## src/rtl/id_ex_stage.sv

```systemverilog
// ID/EX pipeline register with load-use hazard detection and a
// saturating bubble counter. Priority per edge: freeze > flush > lu_stall > load.
module id_ex_stage #(
  parameter int unsigned WORD_W = 32
) (
  input  logic              CLK,
  input  logic              nRST,
  input  logic              freeze,
  input  logic              flush,
  input  logic              id_valid,
  input  logic [4:0]        id_rs,
  input  logic [4:0]        id_rt,
  input  logic [4:0]        id_rd,
  input  logic [1:0]        id_RegDst,
  input  logic              id_regWr,
  input  logic              id_memRead,
  input  logic              id_memWr,
  input  logic [3:0]        id_aluop,
  input  logic [WORD_W-1:0] id_rdat1,
  input  logic [WORD_W-1:0] id_rdat2,
  input  logic [WORD_W-1:0] id_imm,
  input  logic [WORD_W-1:0] id_pc4,
  output logic              ex_valid,
  output logic [4:0]        ex_rs,
  output logic [4:0]        ex_rt,
  output logic [4:0]        ex_rd,
  output logic [1:0]        ex_RegDst,
  output logic              exRegWr,
  output logic              exMemRead,
  output logic              exMemWr,
  output logic [3:0]        ex_aluop,
  output logic [WORD_W-1:0] ex_rdat1,
  output logic [WORD_W-1:0] ex_rdat2,
  output logic [WORD_W-1:0] ex_imm,
  output logic [WORD_W-1:0] ex_pc4,
  output logic              lu_stall,
  output logic [15:0]       bubble_cnt
);

  localparam int unsigned CNT_W   = 16;
  localparam logic [CNT_W-1:0] CNT_MAX = '1;

  logic rs_hit;
  logic rt_hit;
  logic bubble;
  logic load;

  // Load in EX whose destination is a source of the instruction in ID; r0 never hazards.
  assign rs_hit   = (ex_rt == id_rs);
  assign rt_hit   = (ex_rt == id_rt);
  assign lu_stall = ex_valid & exMemRead & id_valid & ~flush &
                    (ex_rt != 5'd0) & (rs_hit | rt_hit);

  // Action select for this edge; freeze overrides everything.
  assign bubble = ~freeze & (flush | lu_stall);
  assign load   = ~freeze & ~flush & ~lu_stall;

  // Control and register-number fields: cleared on bubble, loaded on load.
  always_ff @(posedge CLK or negedge nRST) begin
    if (!nRST) begin
      ex_valid  <= 1'b0;
      ex_rs     <= 5'd0;
      ex_rt     <= 5'd0;
      ex_rd     <= 5'd0;
      ex_RegDst <= 2'd0;
      exRegWr   <= 1'b0;
      exMemRead <= 1'b0;
      exMemWr   <= 1'b0;
      ex_aluop  <= 4'd0;
    end else if (bubble) begin
      ex_valid  <= 1'b0;
      ex_rs     <= 5'd0;
      ex_rt     <= 5'd0;
      ex_rd     <= 5'd0;
      ex_RegDst <= 2'd0;
      exRegWr   <= 1'b0;
      exMemRead <= 1'b0;
      exMemWr   <= 1'b0;
      ex_aluop  <= 4'd0;
    end else if (load) begin
      ex_valid  <= id_valid;
      ex_rs     <= id_rs;
      ex_rt     <= id_rt;
      ex_rd     <= id_rd;
      ex_RegDst <= id_RegDst;
      exRegWr   <= id_regWr;
      exMemRead <= id_memRead;
      exMemWr   <= id_memWr;
      ex_aluop  <= id_aluop;
    end
  end

  // Datapath fields only move on a load; a bubble leaves them as they were.
  always_ff @(posedge CLK or negedge nRST) begin
    if (!nRST) begin
      ex_rdat1 <= '0;
      ex_rdat2 <= '0;
      ex_imm   <= '0;
      ex_pc4   <= '0;
    end else if (load) begin
      ex_rdat1 <= id_rdat1;
      ex_rdat2 <= id_rdat2;
      ex_imm   <= id_imm;
      ex_pc4   <= id_pc4;
    end
  end

  // Count load-use bubbles only (not flushes), saturating at all-ones.
  always_ff @(posedge CLK or negedge nRST) begin
    if (!nRST) begin
      bubble_cnt <= '0;
    end else if (!freeze && lu_stall && (bubble_cnt != CNT_MAX)) begin
      bubble_cnt <= bubble_cnt + CNT_W'(1);
    end
  end

endmodule

```

## config.mk

```make
export PLATFORM = sky130hd
export DESIGN_NAME = id_ex_stage
export DESIGN_NICKNAME = d
export VERILOG_FILES = /design/src/rtl/id_ex_stage.sv
export SDC_FILE = /design/constraint.sdc
export NUM_CORES = 1
export LEC_CHECK = 0
export BUFFER_PORTS_ARGS = -buffer_cell sky130_fd_sc_hd__buf_2
export CAP_MARGIN = 15
export CORE_ASPECT_RATIO = 1.5
export CORE_UTILIZATION = 30
export CTS_CLUSTER_DIAMETER = 150
export CTS_CLUSTER_SIZE = 10
export DETAILED_ROUTE_END_ITERATION = 8
export GPL_TIMING_DRIVEN = 1
export SLEW_MARGIN = 20
export SYNTH_ARGS = -nofsm -noshare
export SYNTH_HDL_FRONTEND = slang
export SYNTH_SLANG_ARGS = --single-unit
export TNS_END_PERCENT = 1
```

## constraint.sdc

```tcl
create_clock -name CLK -period 2.2 [get_ports CLK]
set_input_delay 0.44 -clock CLK [delete_from_list [all_inputs] [get_ports CLK]]
set_output_delay 0.44 -clock CLK [all_outputs]
set_load 0.01 [all_outputs]
```

==> impl_metrics.tcl <==
set metrics [dict create \
    synth.largest_area_cell "dfrtp_1" \
    numPortBuffers 326 \
    multi_input_area_sq_um 2180 \
    r2r-start "ex_rt[0]" \
    end_kind "output port" \
    worst_path_dominant_cell_family "simple AND/OR/NAND/NOR gates" \
    ys_ff_latch 169 \
    slowest_stage "or4_4" \
    cts.sinks 169 \
    startpoint "ex_rt[0]" \
    yosys_warnings 0 \
    postSynthCellCount 406 \
    mappedNetlistNets 564 \
    finalNonFillerCells 1055 \
    dr.pass1.iters 3 \
    ant_nets 0 \
    outcome "finished with violations" \
    path_class "flop to output port" \
    drc 0 \
    cts_root_buf "clkbuf_16" \
    required_ns 1.76 \
    rsz0062_at_grt "true" \
    path_cells "or4_4 > o21ai_4 > nor2_4 > buf_6 > buf_6" \
    cts_tree "yes" \
    cp_num_cells 5 \
    worst_slew_pin_slew_ns 0.489 \
    netlist.area_leader.share_pct 65.4 \
    leakagePower_nw 4.73 \
    maxSlewViolCount 0 \
    rr_worst_depth 7 \
    final_nets 931 \
    grt_remaining_overflow 0 \
    wl_per_cell_um 15.4 \
    ys_async_sr_fraction_pct 100 \
    clk_pin_slew_ns 0.07 \
    post_route_cells_drive_above_1_share_pct 62.1 \
    vias 4688 \
    place_hpwl_um 12300 \
    arrival_ns 1.86 \
    p_per_area_nw_per_um2 867 \
    io_pins 327 \
    hold_viol 0 \
    register_area_sq_um 4230 \
    synth_ff_type "dfrtp_1" \
    die_height_um 182 \
    start_util_pct 30.7 \
    finClkSkew_ns 0.00799 \
    grt_use_total_pct 14.9 \
    cp_num_buf_inv 2 \
    area_growth_pct 45.7 \
    place_ws_ns -0.117 \
    place_congestion 0.755 \
    synth-edff-count 0 \
    grt_pass1_wl_um 25100 \
    worstPathMaxFanout 2 \
    min_path_type "input pin to flop" \
    fin_ws_ns -0.102 \
    yosysSeqAreaShare_pct 65.4 \
    cp-start-kind "flop" \
    cts_max_path_buffers 2 \
    numCtsBuffers 17 \
    avgSynthCellArea_sq_um 15.9 \
    rows 65 \
    die-area_sq_um 22200 \
    core_sq_um 21100 \
    violations "setup timing" \
    antenna_found_initial 1 \
    vdd_drop_max_mv 0.430 \
    cp_common_cell "buf_6" \
    die_w_um 122 \
    max_stage_delay_ns 0.55 \
    drt_iter0_markers 107 \
    rr_endpoint "ex_pc4[26]" \
    num-fill-cells 2004 \
    setup_viol 63 \
    period_share_pct 105 \
    reg2reg_slack_ns -0.02 \
    fmax_mhz 434 \
    dpl.cell_count 1018 \
    crit_end "lu_stall" \
    slew_headroom_pct 67.4 \
    wirelength_um 16200 \
    syn_area_sq_um 6470 \
    first_global_vias 4847 \
    clk-insertion-delay-late_ns 0.42 \
    viasPerCell 4.44 \
    max-cap-violations 0 \
    timing.final.crit_period_ns 2.30 \
    htreeDepth 4 \
    synthTopCellsByArea "dfrtp_1 (65%), mux2_2 (15%), mux2_1 (7.8%)" \
    ys_types 24 \
    grt_max_degree 56 \
]
-- how the worst min path moves through the flow --
stage | from | end | depth (start not counted)
after detailed placement | nRST | bubble_cnt[3] | 1
after global routing | id_rdat2[27] | ex_rdat2[27] | 2
final | id_rdat1[6] | ex_rdat1[6] | 2
after floorplan | nRST | bubble_cnt[0] | 0
after CTS | id_memRead | exMemRead | 2
after global placement | nRST | bubble_cnt[3] | 1
-- final cells by class --
class / instances / share of cell area, %
Sequential cell: 169 / 44.9
Timing Repair Buffer: 368 / 21.8
Clock buffer: 23 / 4.97
Clock inverter: 9 / 1.54
Inverter: 1 / 0.0398
Antenna cell: 1 / 0.0266
Tap cell: 268 / 3.56
Multi-Input combinational cell: 216 / 23.2
-- cells in the mapped netlist (all sizes together), types with 3 or more instances --
| cell type | number |
|---|---|
| nand3 | 3 |
| xor2 | 11 |
| and3 | 5 |
| nand4 | 8 |
| a22o | 25 |
| nand2 | 4 |
| and4 | 3 |
| clkbuf | 3 |
| buf | 17 |
| nor3 | 4 |
| nor2 | 4 |
| dfrtp | 169 |
| xnor2 | 14 |
| mux2 | 129 |
-- what timing repair did --
action,CTS,global route
pin swaps,4,9
gates resized for setup,15,5
endpoints found under the hold margin,46,0
setup buffers,1,2
hold buffers,1,0
endpoints found under the setup margin,135,136
-- stage by stage --
stage | cell area (sq um) | utilization, % | hold WS (ns) | setup TNS [ns] | power (mW)
2_1_floorplan | 6500 | - | 0.144 | -2.11 | 4.35
3_3_place_gp | 8690 | 41.2 | 0.425 | -7.55 | 5.07
3_5_place_dp | 8690 | 41.2 | 0.422 | -8.64 | 5.10
4_1_cts | 9380 | 44.5 | 0.189 | -3.15 | 8.33
5_1_grt | 9420 | 44.7 | 0.204 | -10.36 | 8.58
6_report | 9420 | 44.7 | 0.228 | -0.781 | 8.17
-- metal layers --
| metal | up-vias | GRT usage [%] | share of wire, % |
|---|---|---|---|
| met5 | - | 0 | 0 |
| met4 | 0 | 7.16 | 2.4 |
| met3 | 25 | 5.46 | 8.0 |
| met2 | 195 | 25.8 | 53 |
| met1 | 2271 | 15.8 | 37 |
| li1 | 2197 | - | - |
-- layout by cell type, fill, tap and decap left out, types with 4 or more instances in the layout --
cell type,count
clkbuf_1,4
buf_2,324
xnor2_1,14
buf_4,28
clkinv_2,5
nand4_1,8
a22o_1,25
buf_12,5
bufinv_16,4
buf_6,10
dfrtp_1,168
mux2_2,81
nand2_1,4
xor2_1,10
clkbuf_16,17
mux2_1,45
and3_1,5
-- logic make-up after synthesis --
| group | after synthesis | synth area share [%] |
|---|---|---|
| simple gates | 33 | 3.11 |
| compound gates | 28 | 3.73 |
| buf+inv | 21 | 1.74 |
| flops | 169 | 65.4 |
| xor+xnor | 25 | 3.38 |
| mux | 129 | 22.5 |
| fa+ha+maj | 1 | 0.193 |
-- flip-flops by register name (all words and copies together) (netlist names) --
name and flops:
exMemRead 1, ex_aluop 4, ex_rdat2 32, exRegWr 1
ex_imm 32, ex_pc4 32, ex_rs 5, ex_valid 1
ex_rt 5, ex_rdat1 32, exMemWr 1, ex_rd 5
ex_RegDst 2, bubble_cnt 16
-- power breakdown --
group          internal [mW]  total [mW]  switching, mW
sequential              3.49        3.67          0.178
clock                   1.95        3.13           1.18
combinational          0.718        1.37          0.655
Power figures use the tool's default switching activity.
